--- config.mk ---
export PLATFORM = sky130hd
export DESIGN_NAME = mem_arbiter
export DESIGN_NICKNAME = d
export VERILOG_FILES = /design/src/rtl/mem_arbiter.sv
export SDC_FILE = /design/constraint.sdc
export NUM_CORES = 1
export LEC_CHECK = 0
export CAP_MARGIN = 15
export CORE_ASPECT_RATIO = 1.2
export CORE_UTILIZATION = 50
export DETAILED_ROUTE_END_ITERATION = 16
export DONT_BUFFER_PORTS = 1
export HOLD_SLACK_MARGIN = 0.1
export PLACE_DENSITY_LB_ADDON = 0.05
export REMOVE_ABC_BUFFERS = 1
export SYNTH_ARGS = -nofsm -noshare
export SYNTH_HDL_FRONTEND = slang
export SYNTH_SLANG_ARGS = --single-unit
--- constraint.sdc ---
create_clock -name clk_in -period 7.55 [get_ports clk_in]
set_clock_uncertainty 0.2 [all_clocks]
set_input_delay 2.265 -clock clk_in [delete_from_list [all_inputs] [get_ports clk_in]]
set_output_delay 2.265 -clock clk_in [all_outputs]
set_load 0.02 [all_outputs]
--- src/rtl/mem_arbiter.sv ---
// Byte-serial arbiter sharing the single RAM/IO port between instruction fetch and the LSB.
// Multi-byte requests become consecutive byte transactions; all bus outputs are registered.
module mem_arbiter #(
    parameter int ADDR_WIDTH = 32
) (
    input  logic                  clk_in,
    input  logic                  rst_n_in,
    input  logic                  clear_in,
    input  logic                  if_valid_in,
    input  logic [ADDR_WIDTH-1:0] if_addr_in,
    output logic                  if_done_out,
    output logic [31:0]           if_data_out,
    input  logic                  lsb_valid_in,
    input  logic                  lsb_wr_in,
    input  logic [1:0]            lsb_size_in,
    input  logic [ADDR_WIDTH-1:0] lsb_addr_in,
    input  logic [31:0]           lsb_wdata_in,
    output logic                  lsb_done_out,
    output logic [31:0]           lsb_rdata_out,
    input  logic [7:0]            mem_din_in,
    output logic [7:0]            mem_dout_out,
    output logic [ADDR_WIDTH-1:0] mem_a_out,
    output logic                  mem_wr_out,
    input  logic                  io_buffer_full_in
);
    typedef enum logic [1:0] {IDLE, READ, WRITE} state_t;

    state_t                state, state_nxt;
    logic [2:0]            k, k_nxt;
    logic [2:0]            len, len_nxt;
    logic [ADDR_WIDTH-1:0] addr, addr_nxt;
    logic [31:0]           wdata, wdata_nxt;
    logic [31:0]           rbuf, rbuf_nxt;
    logic                  own_lsb, own_lsb_nxt;
    logic                  last_lsb, last_lsb_nxt;
    logic                  if_done_nxt, lsb_done_nxt;
    logic [31:0]           if_data_nxt, lsb_rdata_nxt;
    logic [ADDR_WIDTH-1:0] a_nxt;
    logic                  wr_nxt;
    logic [7:0]            dout_nxt;
    logic                  if_elig, lsb_elig, pick_lsb, pick_if;
    logic                  io_blk, issue;
    logic [2:0]            issue_k;
    logic [7:0]            wbyte;

    // a store to the UART window must wait while its TX buffer is full
    assign io_blk = (addr[17:16] == 2'b11) && io_buffer_full_in;

    always_comb begin
        state_nxt     = state;
        k_nxt         = k;
        len_nxt       = len;
        addr_nxt      = addr;
        wdata_nxt     = wdata;
        rbuf_nxt      = rbuf;
        own_lsb_nxt   = own_lsb;
        last_lsb_nxt  = last_lsb;
        if_done_nxt   = 1'b0;
        lsb_done_nxt  = 1'b0;
        if_data_nxt   = if_data_out;
        lsb_rdata_nxt = lsb_rdata_out;
        issue         = 1'b0;
        issue_k       = '0;
        if_elig       = if_valid_in && !if_done_out && !clear_in;
        lsb_elig      = lsb_valid_in && !lsb_done_out && !clear_in;
        pick_lsb      = lsb_elig && (!if_elig || !last_lsb);
        pick_if       = if_elig && !pick_lsb;

        unique case (state)
            IDLE: begin
                if (pick_lsb || pick_if) begin
                    own_lsb_nxt  = pick_lsb;
                    last_lsb_nxt = pick_lsb;
                    addr_nxt     = pick_lsb ? lsb_addr_in : if_addr_in;
                    wdata_nxt    = lsb_wdata_in;
                    rbuf_nxt     = '0;
                    k_nxt        = '0;
                    if (pick_if) begin
                        len_nxt = 3'd4;
                    end else begin
                        case (lsb_size_in)
                            2'b00:   len_nxt = 3'd1;
                            2'b01:   len_nxt = 3'd2;
                            default: len_nxt = 3'd4;
                        endcase
                    end
                    if (pick_lsb && lsb_wr_in) begin
                        state_nxt = WRITE;
                        issue     = !((lsb_addr_in[17:16] == 2'b11) && io_buffer_full_in);
                    end else begin
                        state_nxt = READ;
                        issue     = 1'b1;
                    end
                end
            end
            READ: begin
                if (clear_in) begin
                    state_nxt = IDLE;
                    k_nxt     = '0;
                end else begin
                    // the byte on mem_din belongs to the address issued last cycle (k-1)
                    for (int b = 0; b < 4; b++)
                        if (k == 3'(b + 1)) rbuf_nxt[8*b +: 8] = mem_din_in;
                    if (k == len) begin
                        state_nxt = IDLE;
                        k_nxt     = '0;
                        if (own_lsb) begin
                            lsb_done_nxt  = 1'b1;
                            lsb_rdata_nxt = rbuf_nxt;
                        end else begin
                            if_done_nxt = 1'b1;
                            if_data_nxt = rbuf_nxt;
                        end
                    end else begin
                        k_nxt   = k + 3'd1;
                        issue   = (k_nxt < len);
                        issue_k = k_nxt;
                    end
                end
            end
            WRITE: begin
                if (mem_wr_out) begin
                    if (k == len - 3'd1) begin
                        state_nxt    = IDLE;
                        k_nxt        = '0;
                        lsb_done_nxt = 1'b1;
                    end else begin
                        k_nxt   = k + 3'd1;
                        issue   = !io_blk;
                        issue_k = k_nxt;
                    end
                end else begin
                    issue   = !io_blk;
                    issue_k = k;
                end
            end
            default: state_nxt = IDLE;
        endcase

        case (issue_k[1:0])
            2'd0:    wbyte = wdata_nxt[7:0];
            2'd1:    wbyte = wdata_nxt[15:8];
            2'd2:    wbyte = wdata_nxt[23:16];
            default: wbyte = wdata_nxt[31:24];
        endcase
        a_nxt    = issue ? addr_nxt + ADDR_WIDTH'(issue_k) : '0;
        wr_nxt   = issue && (state_nxt == WRITE);
        dout_nxt = wr_nxt ? wbyte : 8'h00;
    end

    always_ff @(posedge clk_in or negedge rst_n_in) begin
        if (!rst_n_in) begin
            state         <= IDLE;
            k             <= '0;
            len           <= '0;
            addr          <= '0;
            wdata         <= '0;
            rbuf          <= '0;
            own_lsb       <= 1'b0;
            last_lsb      <= 1'b0;
            if_done_out   <= 1'b0;
            lsb_done_out  <= 1'b0;
            if_data_out   <= '0;
            lsb_rdata_out <= '0;
            mem_a_out     <= '0;
            mem_wr_out    <= 1'b0;
            mem_dout_out  <= '0;
        end else begin
            state         <= state_nxt;
            k             <= k_nxt;
            len           <= len_nxt;
            addr          <= addr_nxt;
            wdata         <= wdata_nxt;
            rbuf          <= rbuf_nxt;
            own_lsb       <= own_lsb_nxt;
            last_lsb      <= last_lsb_nxt;
            if_done_out   <= if_done_nxt;
            lsb_done_out  <= lsb_done_nxt;
            if_data_out   <= if_data_nxt;
            lsb_rdata_out <= lsb_rdata_nxt;
            mem_a_out     <= a_nxt;
            mem_wr_out    <= wr_nxt;
            mem_dout_out  <= dout_nxt;
        end
    end
endmodule

; Yosys cells after proc, flatten, opt, wreduce, memory -nomap -nowiden
; Cells that the tools add are included.
[word_totals]
regBits = 212
in_bits = 113
[classes]
order_cmp = 1
n_reduce_logical = 30
eq_ne = 16
add_sub_neg = 3
mux = 48
bitwise = 2
[ops]
columns = operator, n
row1 = 2-to-1 mux 32 bit, 8
row2 = one-hot mux 32 bit (2 select lines), 1
row3 = 2-to-1 mux 8 bit, 5
row4 = adder 32 x 3 -> 32 bit, 1
row5 = one-hot mux 8 bit (3 select lines), 1
row6 = 2-to-1 mux 3 bit, 6
row7 = 2-to-1 mux 1 bit, 15
row8 = 2-to-1 mux 2 bit, 6
row9 = one-hot mux 3 bit (2 select lines), 2
row10 = "equality test 2 bit, second input constant", 5
row11 = logical AND 1 bit, 10
row12 = one-hot mux 3 bit (3 select lines), 1
row13 = zero test 1 bit, 8
row14 = AND reduction 4 bit, 2
row15 = "equality test 2 x 1 -> 1 bit, second input constant", 3
row16 = "equality test 3 x 2 -> 1 bit, second input constant", 2
row17 = equality test 3 bit, 2
row18 = zero test 2 bit, 3
row19 = one-hot mux 2 bit (3 select lines), 1
row20 = "inequality test 2 bit, second input constant", 2
row21 = AND reduction 2 bit, 2
row22 = "adder 3 x 1 -> 3 bit, second input constant", 1
row23 = "equality test 3 x 1 -> 1 bit, second input constant", 1
row24 = "equality test 3 bit, second input constant", 1
row25 = other kinds (9), 11

; Depth between registers and ports, before layout
; Gate-level depths: netlist of run 1.
[depth]
depth_word = 14
ltp_mapped = 18
ltp_nobuf = 14

; Least setup slack after synthesis of run 1
; Ideal clock, no wire load.
[synth_path]
path_kind = in2reg
start = in if_valid_in
end = reg mem_a_out[24]
t_arrival_ns = 5.793
path_stages = 16
t_required_ns = 7.272
setup_time_ns = 0.078
slack_ns = 1.479
cell_sequence = nand2b_1 > a211oi_4 > buf_4 > buf_2 > clkbuf_1 > clkbuf_1 > buf_1 > nor2_1 > a31oi_1 > ha_1 > fa_1 > a21oi_1 > nor4_4 > and4_1 > or4b_1 > a21oi_1
[synth_via]
elab_chain_cells = 12
[synth_rtl]
columns = item, line
row1 = start: declaration, 9  ; input logic if_valid_in,
row2 = logical AND 1 bit * (2 in series), 64  ; if_elig = if_valid_in && !if_done_out && !clear_in;
row3 = zero test 1 bit, 66  ; pick_lsb = lsb_elig && (!if_elig || !last_lsb);
row4 = logical OR 1 bit, 66
row5 = logical AND 1 bit, 66
row6 = zero test 1 bit, 67  ; pick_if = if_elig && !pick_lsb;
row7 = logical AND 1 bit, 67
row8 = logical OR 1 bit, 71  ; if (pick_lsb || pick_if) begin
row9 = 2-to-1 mux 32 bit *, 71
row10 = 2-to-1 mux 32 bit *, 69  ; unique case (state)
row11 = via addr_nxt[0], 31  ; logic [ADDR_WIDTH-1:0] addr, addr_nxt;
row12 = adder 32 x 3 -> 32 bit *, 146  ; a_nxt = issue ? addr_nxt + ADDR_WIDTH'(issue_k) : '0;
row13 = 2-to-1 mux 32 bit *, 146
row14 = via a_nxt[24], 38  ; logic [ADDR_WIDTH-1:0] a_nxt;
row15 = end signal: assignment, 181  ; mem_a_out <= a_nxt;
row16 = end: declaration, 22  ; output logic [ADDR_WIDTH-1:0] mem_a_out,
; The timed path passes the listed nets; every way through them passes the cells marked *.
; A chain may end at the register's enable or synchronous reset.

; Worst setup path in the final report of run 1
[layout_path]
start = in clear_in
end = reg mem_a_out[28]
[layout_via]
elab_chain_cells = 12
[layout_rtl]
columns = item, line
row1 = start: declaration, 8  ; input logic clear_in,
row2 = zero test 1 bit *, "64, 65"
row3 = logical AND 1 bit, 64
row4 = zero test 1 bit, 66
row5 = logical OR 1 bit, 66
row6 = logical AND 1 bit, 66
row7 = zero test 1 bit, 67
row8 = logical AND 1 bit, 67
row9 = logical OR 1 bit, 71
row10 = 2-to-1 mux 32 bit *, 71
row11 = 2-to-1 mux 32 bit *, 69
row12 = via addr_nxt[0], 31
row13 = adder 32 x 3 -> 32 bit *, 146
row14 = 2-to-1 mux 32 bit *, 146
row15 = via a_nxt[28], 38
; Marked as above.

==> summary.md, run 1 <==
| Metric | Value |
|---|---|
| Post-synth cell types | `66` |
| TritonCTS Buffers | `23` |
| RSZ-0062 raised after global routing | `false` |
| Post-synthesis cell area | `9918 µm²` |
| Crit-path max FO | `24` |
| Vias in the first global route | `7046` |
| Largest family of logic cells by synthesized area | `compound AO/OA/AOI/OAI gates` |
| # rows | `56` |
| Least-Margin Pin Slew | `0.9209 ns` |
| Asr flop ratio synth | `100.0%` |
| Vias per inst | `5.743` |
| Worst setup SP type | `input port` |
| Hold path start | `wdata[1]` |
| Final Cycle Share | `70.68%` |
| Post-Route WL | `24770 µm` |
| Yosys warnings | `0` |
| Final TNS setup | `0 ns` |
| Nets | `1106` |
| Largest net degree at the start of global routing | `213` |
| Clock-pin slew on the worst setup and hold paths | `0.06 ns` |
| Mapped Cells | `1006` |
| Crit path time final | `5.337 ns` |
| Crit-path cells | `or3b_1, nor2_8, nand2_1, a31oi_1, ha_1, fa_1, a21oi_1, nor4_4, nand4_1, o41ai_1, a21oi_1` |
| Setup-failing EPs final | `0` |
| Pre-CTS WS | `1.683 ns` |
| Max clock buf depth | `3` |
| # H-tree levels | `1` |
| Pins Over Slew Limit | `0` |
| Max Cap Viol | `0` |
| Worst VDD drop | `0.2007 mV` |
| # Post-CTS Setup Buffers | `0` |
| GRT Util Overall | `24.44%` |
| Fin. Hold Viols | `0` |
| EDFF count, synth | `0` |
| Register area share after synthesis | `53.49%` |
| Initial antenna violation count | `3` |
| Post-synth top flop | `dfrtp_1` |
| Slowest stage delay, CP | `0.55 ns` |
| Starting DRC count in detailed routing | `449` |
| Crit path required time | `7.70 ns` |
| Count leader, synth | `dfrtp_1` |
| Setup CP Type | `in -> reg` |
| Synth Area in Adders | `2.220%` |
| Worst hold margin | `0.2699 ns` |
| Cts repair resizes | `0` |
| First-pass GRT wire length | `38810 µm` |
| Top-area cell type share of the netlist area | `53.49%` |
| Routability Congestion | `0.8599` |
| Worst path most repeated cell | `a21oi_1` |
| IO Pins | `220` |
| Worst-Skew Late Latency | `0.50 ns` |
| Layout cells sized above 1 | `7.560%` |
| Hpwl dp | `16100 µm` |
| Worst min path class | `reg -> reg` |
| Starting Density | `50.92%` |
| Pre-antenna DRT Iters | `5` |
| # hold bufs at CTS | `0` |
| P_leak | `5.043 nW` |
| Global route overflow | `0` |
| Clk sinks | `212` |
| Synth Area in XOR/XNOR | `1.590%` |
| Root Driver | `clkbuf_16` |
| Slew HR | `38.61%` |
| Post-synth top cells | `dfrtp_1, nand2_1, nor2_1` |
| Synthesized flop and latch total | `212` |
| Tot Pwr | `4.397 mW` |
| PnR worst setup slack | `2.213 ns` |
| Worst Setup End Kind | `register` |
| Full die area | `20410 µm²` |
| CP max-delay cell | `or3b_1` |
| Avg Cell Area, Syn | `9.859 µm²` |
| Post-synthesis mux area share | `3.229%` |
| Die height | `156.3 µm` |
| Synth area leaders | `dfrtp_1, nand2_1, a22o_1` |
| I/O Buffers | `0` |
| Mean routed wirelength per cell | `19.74 µm` |
| TritonCTS clock tree | `built` |
| Chip width | `130.6 µm` |
| Worst r2r src | `state[1]` |
| # DRC | `0` |
| Via count | `7207` |
| Core area | `19480 µm²` |
| Maximum operating frequency | `0.1874 GHz` |
| Status | `complete, no violations` |
| PD cells | `406.3 nW/µm²` |
| Post-DRT Antenna Nets | `0` |
| Cell accounting for the most synthesized area | `dfrtp_1` |
| Synth Area in Compound Gates | `18.23%` |
| Synth-to-layout area growth | `9.121%` |
| Simple logic cell fraction of the synthesized area | `17.42%` |
| CP Launch Point | `clear_in` |
| Critical path arrival | `5.49 ns` |
report_power, final:
part           internal, mW  switching (mW)  leakage [nW]
Sequential             1.55           0.453          2.72
Combinational         0.467           0.809          1.95
Clock                 0.654           0.466         0.368
cells by family after synthesis:
kind of cell	count (synthesis)
muxes	32
xor gates and xnor gates	18
AOI/OAI and AO/OA	264
adders and majority gates	17
and+or+nand+nor	371
DFF	212
buffers and inverters	92
stage by stage:
stage          cells  util (%)  cell area (µm²)
6_report        1255     55.56            10820
5_1_grt         1254     55.55            10820
4_1_cts         1253     55.54            10820
3_5_place_dp    1212     51.66            10060
3_3_place_gp    1212     51.66            10060
2_1_floorplan    943         -             9648
registers in the layout, summed over array words and instances, names as in the netlist:
name	flops
addr	32
if_data_out	32
if_done_out	1
k	3
last_lsb	1
len	3
lsb_done_out	1
lsb_rdata_out	32
mem_a_out	32
mem_dout_out	8
mem_wr_out	1
rbuf	32
state	2
wdata	32
cells in the final DEF, fill, tap and decap left out, drive strengths merged, types with 8 or more instances in the layout:
cell type  count
xnor2         12
o21ai         61
clkbuf        31
nand4          8
nand3         44
mux2i         32
buf            8
inv           29
dfrtp        212
nand2        181
ha            16
or3            8
a22o          65
o2111a         8
a21oi         82
o21a           8
nor2          83
final cells by class:
type                       count  area (µm²)
fill                        1784        8656
sequential                   212        5305
multi-input combinational    702        4249
clock buffer                  31       665.6
tap                          261       326.6
inverter                      29       108.9
clock inverter                10       90.09
timing repair buffer           8       72.57
antenna                        2       5.005
routing by layer:
metal	GRT usage (%)	routed length, µm	share of wire, %
met5	0	0	0
met2	39.46	11720	47
met3	6.940	1984	8.0
met1	32.23	10590	43
met4	6.076	482	1.9
final timing paths:
check | endpoint | slack (ns) | cells past startpoint
max in group asynchronous | addr[28] | 5.56 | 0
worst max-delay path | mem_a_out[28] | 2.21 | 11
worst max register to register | mem_a_out[28] | 3.04 | 14
worst min-delay path | wdata[1] | 0.27 | 2
min in group asynchronous | lsb_rdata_out[15] | 1.25 | 0
worst min register to register | wdata[1] | 0.27 | 2
critical path, delay by kind of cell:
kind,cells,cell delay (ns)
AND/OR/NAND/NOR,5,1.86
AO/OA/AOI/OAI,4,0.92
adder cells (fa/ha/maj),2,0.43
(Power assumes the default switching activity.)
==> run 2, diff against run 1 <==
--- a/config.mk
+++ b/config.mk
@@ -5,6 +5,7 @@
 export SDC_FILE = /design/constraint.sdc
 export NUM_CORES = 1
 export LEC_CHECK = 0
+export ABC_AREA = 1
 export CAP_MARGIN = 15
 export CORE_ASPECT_RATIO = 1.2
 export CORE_UTILIZATION = 50
==> constraint.sdc (replaced) <==
create_clock -name clk_in -period 4.5 [get_ports clk_in]
set_clock_uncertainty 0.2 [all_clocks]
set_input_delay 1.35 -clock clk_in [delete_from_list [all_inputs] [get_ports clk_in]]
set_output_delay 1.35 -clock clk_in [all_outputs]
set_load 0.02 [all_outputs]
==> summary.md, run 2 <==
| Metric | Value |
|---|---|
| Initial antenna violation count | `1` |
| Max clock buf depth | `3` |
| Setup-failing EPs final | `0` |
| Post-synth cell types | `35` |
| Global route overflow | `0` |
| Switch share | `40.40%` |
| Status | `complete, no violations` |
| TritonCTS clock tree | `built` |
| # H-tree levels | `1` |
| Critical path arrival | `3.71 ns` |
| Avg Cell Area, Syn | `7.890 µm²` |
| Cts repair resizes | `0` |
| Top-area cell type share of the netlist area | `49.88%` |
| Yosys warnings | `0` |
| Pre-antenna DRT Iters | `5` |
| Root Driver | `clkbuf_16` |
| Worst hold margin | `0.2753 ns` |
| Post-synth top flop | `dfrtp_1` |
| Clock group share of total power | `25.6%` |
| # rows | `58` |
| Post-synth top cells | `nand2_1, dfrtp_1, inv_1` |
| Layout Cells excl Fill | `1617` |
| Crit path required time | `4.69 ns` |
| Routed length on met3 | `2220 µm` |
| Crit path time final | `3.518 ns` |
| PD cells | `614.3 nW/µm²` |
| RSZ-0062 raised after global routing | `false` |
| Layout cells sized above 1 | `9.800%` |
| Nets | `1464` |
| Crit-path cells | `ha_1, a21oi_1, o211ai_1, nand2_1, nand2_1, nand2_1, nand2_1, nand2_1, inv_1, ha_1, nand3_1, nand3_1, nand2_1, nor2_4, nand2_4, nor2_8, nor2_1, nor3_1` |
| Chip width | `135.1 µm` |
| Least-Margin Pin Slew | `0.5487 ns` |
| I/O Buffers | `0` |
| Core area | `20900 µm²` |
| EDFF count, synth | `0` |
| Post-DRT Antenna Nets | `0` |
| Cell accounting for the most synthesized area | `dfrtp_1` |
| Vias per inst | `5.228` |
| Internal Pwr Total | `4.231 mW` |
| Post-synthesis cell area | `10640 µm²` |
| Starting Density | `50.89%` |
| Top sig layer | `met5` |
| Worst min path class | `reg -> reg` |
| Synth area leaders | `dfrtp_1, nand2_1, o21ai_0` |
| N_diodes | `0` |
| GRT Util Overall | `24.88%` |
| IO Pins | `220` |
| Vias in the first global route | `8067` |
| # hold bufs at CTS | `0` |
| # Post-CTS Setup Buffers | `0` |
| # DRC | `0` |
| Full die area | `21860 µm²` |
| Synth-to-layout area growth | `8.659%` |
| Asr flop ratio synth | `100.0%` |
| Post-Route WL | `26760 µm` |
| TritonCTS Buffers | `23` |
| Largest net degree at the start of global routing | `213` |
| Post-layout util | `55.29%` |
| Maximum operating frequency | `0.2842 GHz` |
| Gate power share | `31.3%` |
| P_sw | `2.868 mW` |
| Met2 wire len | `12930 µm` |
| Most common cell after layout, fill and taps aside | `nand2_1` |
| Sequential cell fraction of total power | `43.1%` |
| Clock-pin slew on the worst setup and hold paths | `0.06 ns` |
| Max Cap Viol | `0` |
| Count leader, synth | `nand2_1` |
| Worst-Skew Late Latency | `0.51 ns` |
| Via count | `8453` |
| P_leak | `5.942 nW` |
| Mapped Cells | `1348` |
| Worst path most repeated cell | `nand2_1` |
| Pins Over Slew Limit | `0` |
| Cells after DPL | `1579` |
| Starting DRC count in detailed routing | `449` |
| Most frequent cells in the layout | `nand2_1, dfrtp_1, inv_1` |
| Worst Setup End Kind | `register` |
| Slowest stage delay, CP | `0.46 ns` |
| Synthesized flop and latch total | `212` |
| Die height | `161.8 µm` |
| Routed met1 length | `10960 µm` |
| Fin. Hold Viols | `0` |
| Register area share after synthesis | `49.88%` |
| First-pass GRT wire length | `42850 µm` |
| Worst VDD drop | `0.3820 mV` |
| Clk sinks | `212` |
| Final Cycle Share | `78.18%` |
| Setup CP Type | `reg -> reg` |
| Crit-path max FO | `9` |
| Hpwl dp | `18660 µm` |
| Worst setup SP type | `register` |
| CP max-delay cell | `dfrtp_1` |
| Slew HR | `63.33%` |
| Reg2reg setup slack | `0.98 ns` |
| Routability Congestion | `0.8994` |
| Mean routed wirelength per cell | `16.55 µm` |
[run 2: final cells by class]
| type | count | area (µm²) |
|---|---|---|
| well taps | 270 | 337.8 |
| clock inverters | 2 | 10.01 |
| inverters | 131 | 491.7 |
| fillers | 1942 | 9344 |
| flip-flops and latches | 212 | 5305 |
| repair buffers | 14 | 105.1 |
| multi-input cells | 952 | 4592 |
| clock buffers | 36 | 714.4 |
[run 2: metrics by stage]
step	power (mW)	cell area [µm²]	setup slack, ns	setup TNS [ns]
finish	7.099	11560	0.9818	0
global route	7.617	11560	0.7022	0
CTS	7.180	11560	0.9983	0
detailed placement	5.330	10830	0.4882	0
global placement	5.303	10830	0.5963	0
floorplan	4.630	10380	-0.2348	-6.953
[run 2: worst max-delay path: cells and delay by family (launching register included)]
family | cells | cell delay, ns
buffers and inverters | 1 | 0.08
adder cells (fa/ha/maj) | 2 | 0.63
flip-flops | 1 | 0.46
AO/OA/AOI/OAI | 2 | 0.34
AND/OR/NAND/NOR | 13 | 1.69
[run 2: power groups by stage]
| stage | Sequential, mW | Clock (mW) | Combinational, mW |
|---|---|---|---|
| after global placement | 3.09 | 0 | 2.22 |
| after global routing | 3.12 | 1.93 | 2.56 |
| final | 3.06 | 1.82 | 2.22 |
| after floorplan | 2.98 | 0 | 1.65 |
| after detailed placement | 3.09 | 0 | 2.24 |
| after CTS | 3.07 | 1.86 | 2.25 |
[run 2: cell families after synthesis]
| kind of cell | count (synthesis) | share of synthesized area [%] |
|---|---|---|
| buffers and inverters | 184 | 7.047 |
| DFF | 212 | 49.88 |
| adders and majority gates | 17 | 2.071 |
| muxes | 32 | 3.388 |
| xor gates and xnor gates | 2 | 0.1647 |
| and+or+nand+nor | 773 | 31.22 |
| AOI/OAI and AO/OA | 128 | 6.224 |
[run 2: path summary, 6_finish.rpt]
kind | start | end | cells after the start
min | wdata[28] | wdata[28] | 2
min reg2reg | wdata[28] | wdata[28] | 2
min in group asynchronous | rst_n_in | lsb_rdata_out[18] | 0
max | k[0] | mem_a_out[15] | 18
max reg2reg | k[0] | mem_a_out[15] | 18
max in group asynchronous | rst_n_in | mem_a_out[31] | 0
[run 2: routing by layer]
metal	vias up	track usage, %
met5	-	0
met4	2	7.099
met3	49	7.179
met2	238	41.77
met1	3951	30.99
li1	4213	-
